### src/rtl/sprite_blitter.sv
// Pixel-serial sprite copy from a synchronous ROM into a 12-bit framebuffer.
// Supports a transparent colour key and clipping at the screen edges.
module sprite_blitter #(
    parameter int unsigned FB_W      = 320,
    parameter int unsigned FB_H      = 240,
    parameter logic [11:0] KEY_COLOR = 12'h0F0
) (
    input  logic        clk,
    input  logic        rst_n,
    input  logic        start,
    input  logic [9:0]  pos_x,
    input  logic [9:0]  pos_y,
    input  logic [9:0]  width,
    input  logic [9:0]  height,
    input  logic [16:0] rom_base,
    output logic [16:0] rom_addr,
    input  logic [11:0] rom_data,
    output logic        fb_we,
    output logic [16:0] fb_addr,
    output logic [11:0] fb_data,
    output logic        busy,
    output logic        done
);

    typedef enum logic [1:0] {IDLE, READ, FLUSH, DONE} state_t;

    state_t      state;
    logic [9:0]  px, py, w, h;
    logic [9:0]  k, j;
    logic        flush_cnt;
    logic        v1, inb1;
    logic [10:0] x1, y1;
    logic [10:0] x_nx, y_nx;
    logic [16:0] addr_nx;

    // Screen coordinates are 11 bits wide so off-screen positions never wrap back on.
    assign x_nx    = {1'b0, px} + {1'b0, k};
    assign y_nx    = {1'b0, py} + {1'b0, j};
    assign addr_nx = 17'(y1) * 17'(FB_W) + 17'(x1);

    always_ff @(posedge clk or negedge rst_n) begin
        if (!rst_n) begin
            state     <= IDLE;
            px        <= '0;
            py        <= '0;
            w         <= '0;
            h         <= '0;
            k         <= '0;
            j         <= '0;
            flush_cnt <= 1'b0;
            v1        <= 1'b0;
            inb1      <= 1'b0;
            x1        <= '0;
            y1        <= '0;
            rom_addr  <= '0;
            fb_we     <= 1'b0;
            fb_addr   <= '0;
            fb_data   <= '0;
            busy      <= 1'b0;
            done      <= 1'b0;
        end else begin
            done  <= 1'b0;
            v1    <= 1'b0;
            fb_we <= 1'b0;
            // Stage 2: ROM data for the stage-1 pixel has just arrived.
            if (v1) begin
                fb_we   <= inb1 && (rom_data != KEY_COLOR);
                fb_addr <= addr_nx;
                fb_data <= rom_data;
            end
            unique case (state)
                IDLE: begin
                    if (start) begin
                        if (width == 10'd0 || height == 10'd0) begin
                            state <= DONE;
                            done  <= 1'b1;
                        end else begin
                            px       <= pos_x;
                            py       <= pos_y;
                            w        <= width;
                            h        <= height;
                            k        <= 10'd1;
                            j        <= 10'd0;
                            rom_addr <= rom_base + 17'd1;
                            busy     <= 1'b1;
                            state    <= READ;
                        end
                    end
                end
                READ: begin
                    v1   <= 1'b1;
                    x1   <= x_nx;
                    y1   <= y_nx;
                    inb1 <= (x_nx < 11'(FB_W)) && (y_nx < 11'(FB_H));
                    if (k == w && j == h - 10'd1) begin
                        flush_cnt <= 1'b0;
                        state     <= FLUSH;
                    end else begin
                        rom_addr <= rom_addr + 17'd1;
                        if (k == w) begin
                            k <= 10'd1;
                            j <= j + 10'd1;
                        end else begin
                            k <= k + 10'd1;
                        end
                    end
                end
                FLUSH: begin
                    if (flush_cnt) begin
                        busy  <= 1'b0;
                        done  <= 1'b1;
                        state <= DONE;
                    end else begin
                        flush_cnt <= 1'b1;
                    end
                end
                DONE: state <= IDLE;
                default: state <= IDLE;
            endcase
        end
    end

endmodule

### config.mk
export PLATFORM = sky130hd
export DESIGN_NAME = sprite_blitter
export DESIGN_NICKNAME = d
export VERILOG_FILES = /design/src/rtl/sprite_blitter.sv
export SDC_FILE = /design/constraint.sdc
export NUM_CORES = 1
export LEC_CHECK = 0
export BUFFER_PORTS_ARGS = -buffer_cell sky130_fd_sc_hd__buf_2
export CAP_MARGIN = 20
export CORE_MARGIN = 2
export CORE_UTILIZATION = 60
export DETAILED_ROUTE_END_ITERATION = 6
export PLACE_DENSITY = 0.87
export SLEW_MARGIN = 5
export SYNTH_ARGS = -nofsm -noshare
export SYNTH_HDL_FRONTEND = slang
export SYNTH_SLANG_ARGS = --single-unit
### constraint.sdc
create_clock -name clk -period 5.2 [get_ports clk]
set_input_delay 1.04 -clock clk [delete_from_list [all_inputs] [get_ports clk]]
set_output_delay 1.04 -clock clk [all_outputs]
set_load 0.05 [all_outputs]
==> summary.md, run 1 <==
| Metric | Value |
|---|---|
| Status | complete, no violations |
| Die area | between 10000 and 15000 um2 |
| EDFF count, synth | 0 |
| Vias in the first global route | 6744 |
| Post-Route WL | 19600 um |
| CTS tree | done |
| Reg2reg path depth | 8 |
| First-pass GRT wire length | 32100 um |
| Layout cells sized above 1 | a little over a quarter |
| Pint | between 0.0015 and 0.002 W |
| Placed Instance Area | a little over 9000 um2 |
| Main combinational cell family by area after synthesis | compound AO/OA/AOI/OAI gates |
| Port buffer count | between 100 and 150 |
| Total CTS buffers | 17 |
| Seq pwr share | around 43% |
| Max Cap Viol | 0 |
| DRC violation count after routing | 0 |
| Largest fanout on the critical path | 35 |
| Antenna-violating nets left | 0 |
| Setup TNS | 0 ps |
| Syn_area_per_cell | approximately 10 um2 |
| Adder-Cell Fraction of Synth Area | between 7 and 8% |
| Slew HR | approximately two fifths |
| Pwr/cell area | ~270 nW/um2 |
| Post-synth cell types | 75 |
| Die H | approximately 120 um |
| Final Instance Area | between 9000 and 10000 um2 |
| Finished Layout Cells | 1134 |
| GRT Total Usage | between 20 and 30% |
| Sw frac | a little over a quarter |
| Pin slew with the least headroom to its limit | roughly 880 ps |
| Flops & latches, synth | about 140 |
| DP Cell Count | 1101 |
| Crit path required time | about 5500 ps |
| Vias/cell | just over 6 |
| H-tree depth | 4 |
| Reg-to-Reg End | k[5] |
| Sequential-to-total area share from yosys stat | around two fifths |
| DIE WIDTH | 122 um |
| TritonRoute pass-1 iters | 5 |
| Post-Syn Nets | 948 |
| Fraction of registers with async set/reset | between 90% and 100% |
| Fmax | 282 MHz |
| Setup Fix Bufs, Post-CTS | 0 |
| Skew final | 8.61 ps |
| CP endpoint kind | flip-flop |
| Switching pwr | a little over 0.0007 W |
| Clk Latency, worst-skew pair | between 400 and 500 ps |
| Final Hold Fails | 0 |
| Clk pwr share | a little under half |
| Starting Density | just over 60% |
| Row cnt | 43 |
| Post-Syn Instances | just over 800 |
| Std-Cell Core Area | 13700 um2 |
| Worst Setup Path Type | flip-flop to flip-flop |
| Critical R2R Launch | state[1] |
| CP Capture Point | k[5] |
| Vias | between 6000 and 7000 |
| FF-to-FF setup slack | between 1500 and 2000 ps |
| # setup viols final | 0 |
| Peak supply drop | a little over 0.3 mV |
| Antenna diodes | 0 |
| RSZ-0062 raised after global routing | no |
| Slew Limit Fails | 0 |
| Arr. time, crit path | between 3000 and 4000 ps |
| # hold bufs at CTS | 0 |
| Post-synthesis mux area share | between 10% and 20% |
| P_leak | between 4 and 5 nW |
| # IOs | 121 |
| Compound-Gate Fraction of Synth Area | ~15% |
| Top FF cell, synth | dfrtp_1 |
| Logic pwr share | 9.6% |
| Clock root cell | clkbuf_16 |
| Worst slack at placement | between 1000 and 1500 ps |
| Wire per inst | around 17 um |
| Iter 0 DRT Violations | approximately 540 |
| Routability cong. | roughly 0.90 |
| Final Critical Period | ~3600 ps |
| Worst Setup Slack, final | between 1500 and 2000 ps |
| Post-CTS Resized | 0 |
| Startpoint types | flip-flop |
| Area added between synthesis and finish | 16.0% |
| Clock Path Buffers | 2 |
| CTS Sinks | approximately 140 |
| Post-Synth Simple-Gate Area | 15.3% |
| Grt total ovfl | 0 |
| Clock slew at reported path FFs | roughly 60 ps |
| Hold Crit Class | flip-flop to flip-flop |
| Tcrit/Tclk final | approximately 68% |
| Detailed placer's ending HPWL | about 14000 um |
| Largest net degree at the start of global routing | between 90 and 100 |
| Post-synthesis xor/xnor area fraction | 6.08% |
| Antenna violations before repair | 0 |
| Synth warnings | 0 |
| Mapped Area | approximately 8400 um2 |
| Final #Nets | roughly 1100 |
| CP startpoint | state[1] |
==> synthesized netlist by cell type (8+ instances only) <==
master,count,share of area [%]
dfrtp_1,136,41
mux2_2,78,11
a21oi_1,52,3.1
nor2_1,51,2.3
ha_1,47,7.0
nand2_1,45,2.0
o21ai_0,45,2.7
xnor2_1,33,3.5
nand3_1,27,1.6
inv_1,26,1.2
nor3_1,26,1.6
xor2_1,25,2.6
and3_1,16,1.2
clkbuf_1,15,0.67
nand4_1,12,0.90
o22ai_1,12,0.90
nand2b_1,10,0.75
o31ai_1,10,0.90
a31oi_1,9,0.67
nor2b_1,9,0.67
a211oi_1,8,0.72
==> how the worst min path moves through the flow <==
stage               start         end  slack [ps]  cells after the start
6_report       fb_addr[7]  fb_addr[7]         490                      2
5_1_grt        fb_addr[7]  fb_addr[7]         510                      2
4_1_cts        fb_addr[7]  fb_addr[7]         480                      2
3_5_place_dp   fb_addr[7]  fb_addr[7]         470                      2
3_3_place_gp   fb_addr[7]  fb_addr[7]         470                      2
2_1_floorplan       x1[5]       x1[5]         450                      1
==> power by group through the flow <==
stage	Clock, W	Sequential [W]	Combinational (W)
after floorplan	0	0.00122	0.0000609
after global placement	0	0.00114	0.000244
after detailed placement	0	0.00114	0.000247
after CTS	0.00122	0.00112	0.000249
after global routing	0.00127	0.00112	0.000268
final	0.00121	0.00112	0.000248
==> per-layer routing <==
metal  global-route usage [%]  share of wire [%]  vias to the layer above
met5                        0                  0                        -
met1                     35.1                 43                     3376
met4                     9.84                2.2                        0
met3                     6.04                5.6                       45
met2                     45.6                 49                      221
li1                         -                  -                     3297
==> stage by stage <==
step,power (W),util [%],hold slack (ps)
after global routing,0.00266,70.6,509
after detailed placement,0.00138,66.2,470
after global placement,0.00138,66.2,466
final,0.00258,70.6,489
after floorplan,0.00128,-,449
after CTS,0.00259,70.4,485
==> state kept, by name (all words and copies together) (netlist names), 2 cells and up <==
signal    flops
fb_addr      17
rom_addr     17
fb_data      12
x1           11
y1           11
h            10
j            10
k            10
px           10
py           10
w            10
state         2
==> critical path, stage by stage, from the launching register on <==
cell      delay (ps)
dfrtp_1          380
inv_1            110
ha_2             640
clkinv_1         630
nand2_1          440
nand2b_1         170
a21o_2           390
or2_1            410
o31ai_1          260
==> kinds of logic after synthesis <==
| group | after synthesis |
|---|---|
| adder cells (fa/ha/maj) | 51 |
| flip-flops | 136 |
| buffers and inverters | 57 |
| multiplexers | 85 |
| AO/OA/AOI/OAI | 195 |
| AND/OR/NAND/NOR | 243 |
| XOR/XNOR | 58 |
==> placed cells by master, fill, tap and decap left out, types with 26 or more instances in the layout <==
| cell | count |
|---|---|
| o21ai_0 | 45 |
| xnor2_1 | 33 |
| mux2_2 | 78 |
| inv_1 | 26 |
| nand2_1 | 45 |
| dfrtp_1 | 136 |
| ha_1 | 46 |
| a21oi_1 | 52 |
| buf_2 | 119 |
| nand3_1 | 27 |
| nor2_1 | 51 |
| nor3_1 | 26 |
==> area by class of cell <==
cell class	count	area [um2]
multi-input cells	632	4690
fillers	987	4030
flip-flops and latches	136	3400
repair buffers	127	679
clock buffers	18	439
well taps	180	225
clock inverters	14	149
inverters	27	101
Power figures use the tool's default switching activity.
==> run 2, diff against run 1 <==
CORE_UTILIZATION = 58   (was 60)
PLACE_DENSITY = 0.85   (was 0.87)
clock period = 3.31 ns   (was 5.2 ns; I/O delays follow)
==> summary.md, run 2 (synthesis results as in run 1) <==
| Metric | Value |
|---|---|
| Vias | 7040 (+1.5%) |
| Largest regs | fb_addr: 17 flops, rom_addr: 17 flops, fb_data: 12 flops |
| Switching pwr | 0.00106 W (+50%) |
| Layout cells sized above 1 | 27.3% (+0.61 points) |
| Pwr/cell area | 414 nW/um2 (+56%) |
| Slew HR | 47.4% (+5.9 points) |
| Setup TNS | 0 ps (unchanged) |
| Seq pwr share | 43.6% (+0.2 points) |
| Hold Crit Class | primary input to async pin |
| Skew final | 11.7 ps (+3.09 ps) |
| Reg2reg path depth | 11 (+3) |
| Tcrit/Tclk final | 91.7% (+23 points) |
| Detailed placer's ending HPWL | 14000 um (+3.0%) |
| Reg-to-Reg End | fb_addr[16] |
| Power consumption | 0.00404 W (+57%) |
| H-tree depth | 4 (unchanged) |
| Clk Latency, worst-skew pair | 430 ps (about the same) |
| Grt met1 use | 35.2% (+0.072 points) |
| Largest net degree at the start of global routing | 78 (-21%) |
| Peak supply drop | 0.449 mV (+47%) |
| Area added between synthesis and finish | 16.8% |
| Iter 0 DRT Violations | 515 (-5.2%) |
| Vias in the first global route | 6711 (-0.49%) |
| Most frequent cells in the layout | dfrtp_1, buf_2, mux2_2 |
| Clock root cell | clkbuf_16 |
| Sw frac | 26.2% (-1.1 points) |
| Clock slew at reported path FFs | 60 ps (about the same) |
| Die H | 124 um (+1.7%) |
| Max Cap Viol | 0 (unchanged) |
| TritonRoute pass-1 iters | 5 (unchanged) |
| Status | complete, no violations |
| # setup viols final | 0 (unchanged) |
| CTS tree | done |
| Met3 usage | 5.27% (-0.77 points) |
| Logic pwr share | 9.7% (about the same) |
| Critical R2R Launch | y1[3] |
| DIE WIDTH | 124 um (+1.7%) |
| Wire per inst | 17.3 um (about the same) |
| Startpoint types | flip-flop |
| Worst Setup Path Type | flip-flop to flip-flop |
| Crit path required time | 3610 ps (-1920 ps) |
| Post-Route WL | 19800 um (+0.76%) |
| FF-to-FF setup slack | 280 ps (-1370 ps) |
| Port buffer count | 120 (unchanged) |
| Final Critical Period | 3030 ps (-517 ps) |
| Starting Density | 59.7% (-1.2 points) |
| Finished Layout Cells | 1142 (+0.71%) |
| First-pass GRT wire length | 32400 um (+1.0%) |
| Post-CTS Resized | 0 (unchanged) |
| Most common cell after layout, fill and taps aside | dfrtp_1 |
| Arr. time, crit path | 3340 ps (-540 ps) |
| Largest fanout on the critical path | 3 (-91%) |
| Pin slew with the least headroom to its limit | 790 ps (-88.1 ps) |
| Clk pwr share | 46.7% (-0.3 points) |
| Global route hottest layer | met2 |
| Routability cong. | 0.868 (-3.9%) |
| DRC violation count after routing | 0 (unchanged) |
| Row cnt | 43 (unchanged) |
| Pint | 0.00298 W (+59%) |
| Antenna violations before repair | 0 (unchanged) |
| DP Cell Count | 1111 (+0.91%) |
| Final #Nets | 1073 (+0.85%) |
| Slew Limit Fails | 0 (unchanged) |
| Vias/cell | 6.16 (+0.74%) |
| Die area | 15400 um2 (+3.3%) |
| Setup Fix Bufs, Post-CTS | 0 (unchanged) |
| Total CTS buffers | 17 (unchanged) |
| CTS Sinks | 136 (unchanged) |
| Grt total ovfl | 0 (unchanged) |
| RSZ-0062 raised after global routing | no |
| Fmax | 330 MHz (+17%) |
| # hold bufs at CTS | 0 (unchanged) |
| Antenna diodes | 0 (unchanged) |
| P_leak | 4.80 nW (+0.91%) |
| # IOs | 121 (unchanged) |
| M2 GR Usage | 45.5% (-0.065 points) |
| Final Hold Fails | 0 (unchanged) |
| GRT Total Usage | 26.9% (-0.39 points) |
| Std-Cell Core Area | 14000 um2 (+2.0%) |
| Antenna-violating nets left | 0 (unchanged) |
| CP endpoint kind | flip-flop |
| Clock Path Buffers | 2 (unchanged) |
==> run 2: layer usage <==
| layer | wire length [um] | up-vias |
|---|---|---|
| met4 | 367 | 0 |
| met1 | 8370 | 3438 |
| met3 | 1130 | 41 |
| met5 | 0 | - |
| li1 | - | 3307 |
| met2 | 9920 | 254 |
==> run 2: worst max path at each step <==
stage / end / start / slack [ps]
2_1_floorplan: rom_addr[16] / state[1] / 100
3_3_place_gp: rom_addr[16] / state[1] / 460
3_5_place_dp: k[6] / h[1] / 390
4_1_cts: fb_addr[16] / y1[3] / 300
5_1_grt: fb_addr[16] / y1[3] / 70
6_report: fb_addr[16] / y1[3] / 280
==> run 2: through the flow <==
stage / cell area [um2] / utilization (%) / hold slack [ps] / setup slack, ps
final: 9750 / 69.7 / 260 / 275
after global routing: 9750 / 69.7 / 328 / 74.1
after CTS: 9750 / 69.7 / 299 / 297
after detailed placement: 9160 / 65.5 / 469 / 388
after global placement: 9160 / 65.5 / 461 / 459
after floorplan: 8350 / - / 366 / 103
==> run 2: power by group through the flow <==
stage          Clock, W  Sequential, W  Combinational, W
4_1_cts         0.00191        0.00176          0.000396
3_5_place_dp          0        0.00179          0.000394
3_3_place_gp          0        0.00179          0.000387
6_report        0.00189        0.00176          0.000393
5_1_grt         0.00198        0.00177          0.000423
2_1_floorplan         0        0.00192         0.0000957
==> run 2: critical path, stage by stage, from the launching register on <==
cell       delay (ps)
dfrtp_1           410
ha_1              290
ha_1              190
inv_1              70
fa_1              480
inv_1              50
ha_1              330
a21boi_0          370
o2111ai_1         200
nor2_1            190
a21oi_1            90
o31a_1            250
==> run 2: layout make-up <==
cell class / count / area, um2
fillers: 1039 / 4240
clock buffers: 20 / 467
multi-input cells: 632 / 4690
flip-flops and latches: 136 / 3400
repair buffers: 136 / 739
inverters: 27 / 101
well taps: 180 / 225
clock inverters: 11 / 123
==> run 3, diff against run 2 <==
REMOVE_ABC_BUFFERS = 1   (was unset)
==> summary.md, run 3 (synthesis results as in run 1) <==
| Metric | Value |
|---|---|
| Clock slew at reported path FFs | 60 ps (about the same) |
| Most frequent cells in the layout | dfrtp_1, buf_2, mux2_2 |
| CTS Sinks | 136 (unchanged) |
| DRC violation count after routing | 0 (unchanged) |
| Layout cells sized above 1 | 27.3% (unchanged) |
| Status | complete, no violations |
| Die H | 124 um (unchanged) |
| Iter 0 DRT Violations | 724 (+41%) |
| Crit path buf inv count | 1 (-1) |
| Antenna-violating nets left | 0 (unchanged) |
| Port buffer count | 120 (unchanged) |
| Vias/cell | 6.09 (-1.2%) |
| Top Metal Used | met4 |
| Placed Instance Area | 9160 um2 (about the same) |
| Peak supply drop | 0.408 mV (-9.0%) |
| Worst hold slack | 154 ps (-106 ps) |
| Vias | 6957 (-1.2%) |
| Slew HR | 47.8% (+0.46 points) |
| CP top delay family | compound AO/OA/AOI/OAI gates |
| Routability cong. | 0.894 (+2.9%) |
| Wire per inst | 16.9 um (-2.3%) |
| H-tree depth | 4 (unchanged) |
| Startpoint types | flip-flop |
| Crit-path cells | inv_1 > ha_1 > nand2b_1 > or4_1 > a211o_2 > a21oi_1 > a21o_2 > or2_1 > o21ai_0 |
| Final Hold Fails | 0 (unchanged) |
| Arr. time, crit path | 3340 ps (about the same) |
| # setup viols final | 0 (unchanged) |
| Starting Density | 59.7% (unchanged) |
| Largest fanout on the critical path | 15 (+12) |
| Hold Crit Class | primary input to async pin |
| Clk Latency, worst-skew pair | 420 ps (about the same) |
| Final Critical Period | 3050 ps (+14.1 ps) |
| Slew Limit Fails | 0 (unchanged) |
| Pwr/cell area | 418 nW/um2 (+0.79%) |
| Die area | 15400 um2 (unchanged) |
| RSZ-0062 raised after global routing | no |
| Detailed placer's ending HPWL | 13700 um (-1.9%) |
| # IOs | 121 (unchanged) |
| FF-to-FF setup slack | 260 ps (about the same) |
| Max incr delay on CP | 520 ps (+40 ps) |
| Pint | 0.00297 W (-0.59%) |
| # hold bufs at CTS | 0 (unchanged) |
| TritonRoute pass-1 iters | 5 (unchanged) |
| Max Cap Viol | 0 (unchanged) |
| Setup Fix Bufs, Post-CTS | 0 (unchanged) |
| Final #Nets | 1072 (-0.093%) |
| Sw frac | 27.3% (+1.0 points) |
| Pin slew with the least headroom to its limit | 775 ps (-15.1 ps) |
| Fillcell total | 1091 (+5.0%) |
| First-pass GRT wire length | 31800 um (-1.8%) |
| Logic pwr share | 9.7% (about the same) |
| Seq pwr share | 43.2% (-0.4 points) |
| CP endpoint kind | flip-flop |
| Largest regs | fb_addr: 17 flops, rom_addr: 17 flops, fb_data: 12 flops |
| DR WL met2 | 9400 um (-5.2%) |
| Post-Route WL | 19300 um (-2.3%) |
| Skew final | 7.11 ps (-4.59 ps) |
| Row cnt | 43 (unchanged) |
| Met1 Routed Length | 8520 um (+1.8%) |
| Tcrit/Tclk final | 92.1% (+0.43 points) |
| Antenna violations before repair | 0 (unchanged) |
| Std-Cell Core Area | 14000 um2 (unchanged) |
| Footprint of the multi-input gates | 4690 um2 (unchanged) |
| Most common cell after layout, fill and taps aside | dfrtp_1 |
| CTS tree | done |
| Final Instance Area | 9760 um2 (about the same) |
| Fmax | 328 MHz (-0.46%) |
| Vias in the first global route | 6638 (-1.1%) |
| Grt total ovfl | 0 (unchanged) |
| Area added between synthesis and finish | 16.8% (about the same) |
| Clock root cell | clkbuf_16 |
| Antenna diodes | 0 (unchanged) |
| Switching pwr | 0.00111 W (+4.9%) |
| P_leak | 4.80 nW (about the same) |
| Clk pwr share | 47.1% (+0.4 points) |
| Largest net degree at the start of global routing | 63 (-19%) |
| Setup TNS | 0 ps (unchanged) |
| Total CTS buffers | 17 (unchanged) |
| DIE WIDTH | 124 um (unchanged) |
| Register area | 3400 um2 (unchanged) |
| Slowest library cell on the worst path | dfrtp_1 |
| GRT Total Usage | 26.4% (-0.52 points) |
| Crit path required time | 3600 ps (about the same) |
| Worst Setup Path Type | flip-flop to flip-flop |
| Clock Path Buffers | 2 (unchanged) |
| Routed wl met3 | 1070 um (-4.9%) |
## run 3: cell count changes in the layout (fill, tap and decap cells not counted), sizes merged
cell    change
inv         +4
clkbuf      -2
clkinv      -1
buf         -1
## run 3: worst paths after layout
kind	from	to	depth (start not counted)
setup / recovery	h[0]	k[7]	9
hold / removal	rst_n	fb_data[8]	1
setup reg to reg	h[0]	k[7]	9
hold reg to reg	fb_addr[10]	fb_addr[10]	1
max in group asynchronous	rst_n	k[4]	2
min in group clk	pos_x[7]	px[7]	2
## run 3: timing repair
action	CTS	global route
endpoints found under the setup margin	0	1
gates resized for setup	0	1
endpoints found under the hold margin	0	0
## run 3: layer usage
metal | up-vias | track usage [%]
li1 | 3301 | -
met1 | 3383 | 35.5
met2 | 243 | 43.1
met3 | 30 | 5.36
met4 | 0 | 8.78
met5 | - | 0
## run 3: area by class of cell
cell class,instances,share of cell area (%)
clock buffers,18,4.50
clock inverters,14,1.67
inverters,27,1.04
multi-input cells,632,48.1
flip-flops and latches,136,34.9
well taps,180,2.31
repair buffers,135,7.50
## run 3: worst register-to-register path, delay by kind of cell (launching register included)
kind	cells	cell delay (ps)
and+or+nand+nor	3	900
adders and majority gates	1	290
DFF	1	520
AOI/OAI and AO/OA	4	1120
buffers and inverters	1	80
## run 3: metrics by stage
stage / std cells / utilization, % / power, W / setup slack [ps]
after global placement: 1110 / 65.5 / 0.00218 / 411
after CTS: 1142 / 69.8 / 0.00411 / 172
final: 1142 / 69.8 / 0.00408 / 261
after detailed placement: 1110 / 65.5 / 0.00218 / 265
after floorplan: 795 / - / 0.00202 / -1030
after global routing: 1142 / 69.8 / 0.00422 / 38.1
## run 3: power groups by stage
| stage | logic [W] | registers (W) | clock network [W] |
|---|---|---|---|
| after floorplan | 0.0000956 | 0.00192 | 0 |
| after global placement | 0.000390 | 0.00179 | 0 |
| after detailed placement | 0.000394 | 0.00179 | 0 |
| after CTS | 0.000399 | 0.00176 | 0.00195 |
| after global routing | 0.000432 | 0.00177 | 0.00203 |
| final | 0.000396 | 0.00176 | 0.00192 |
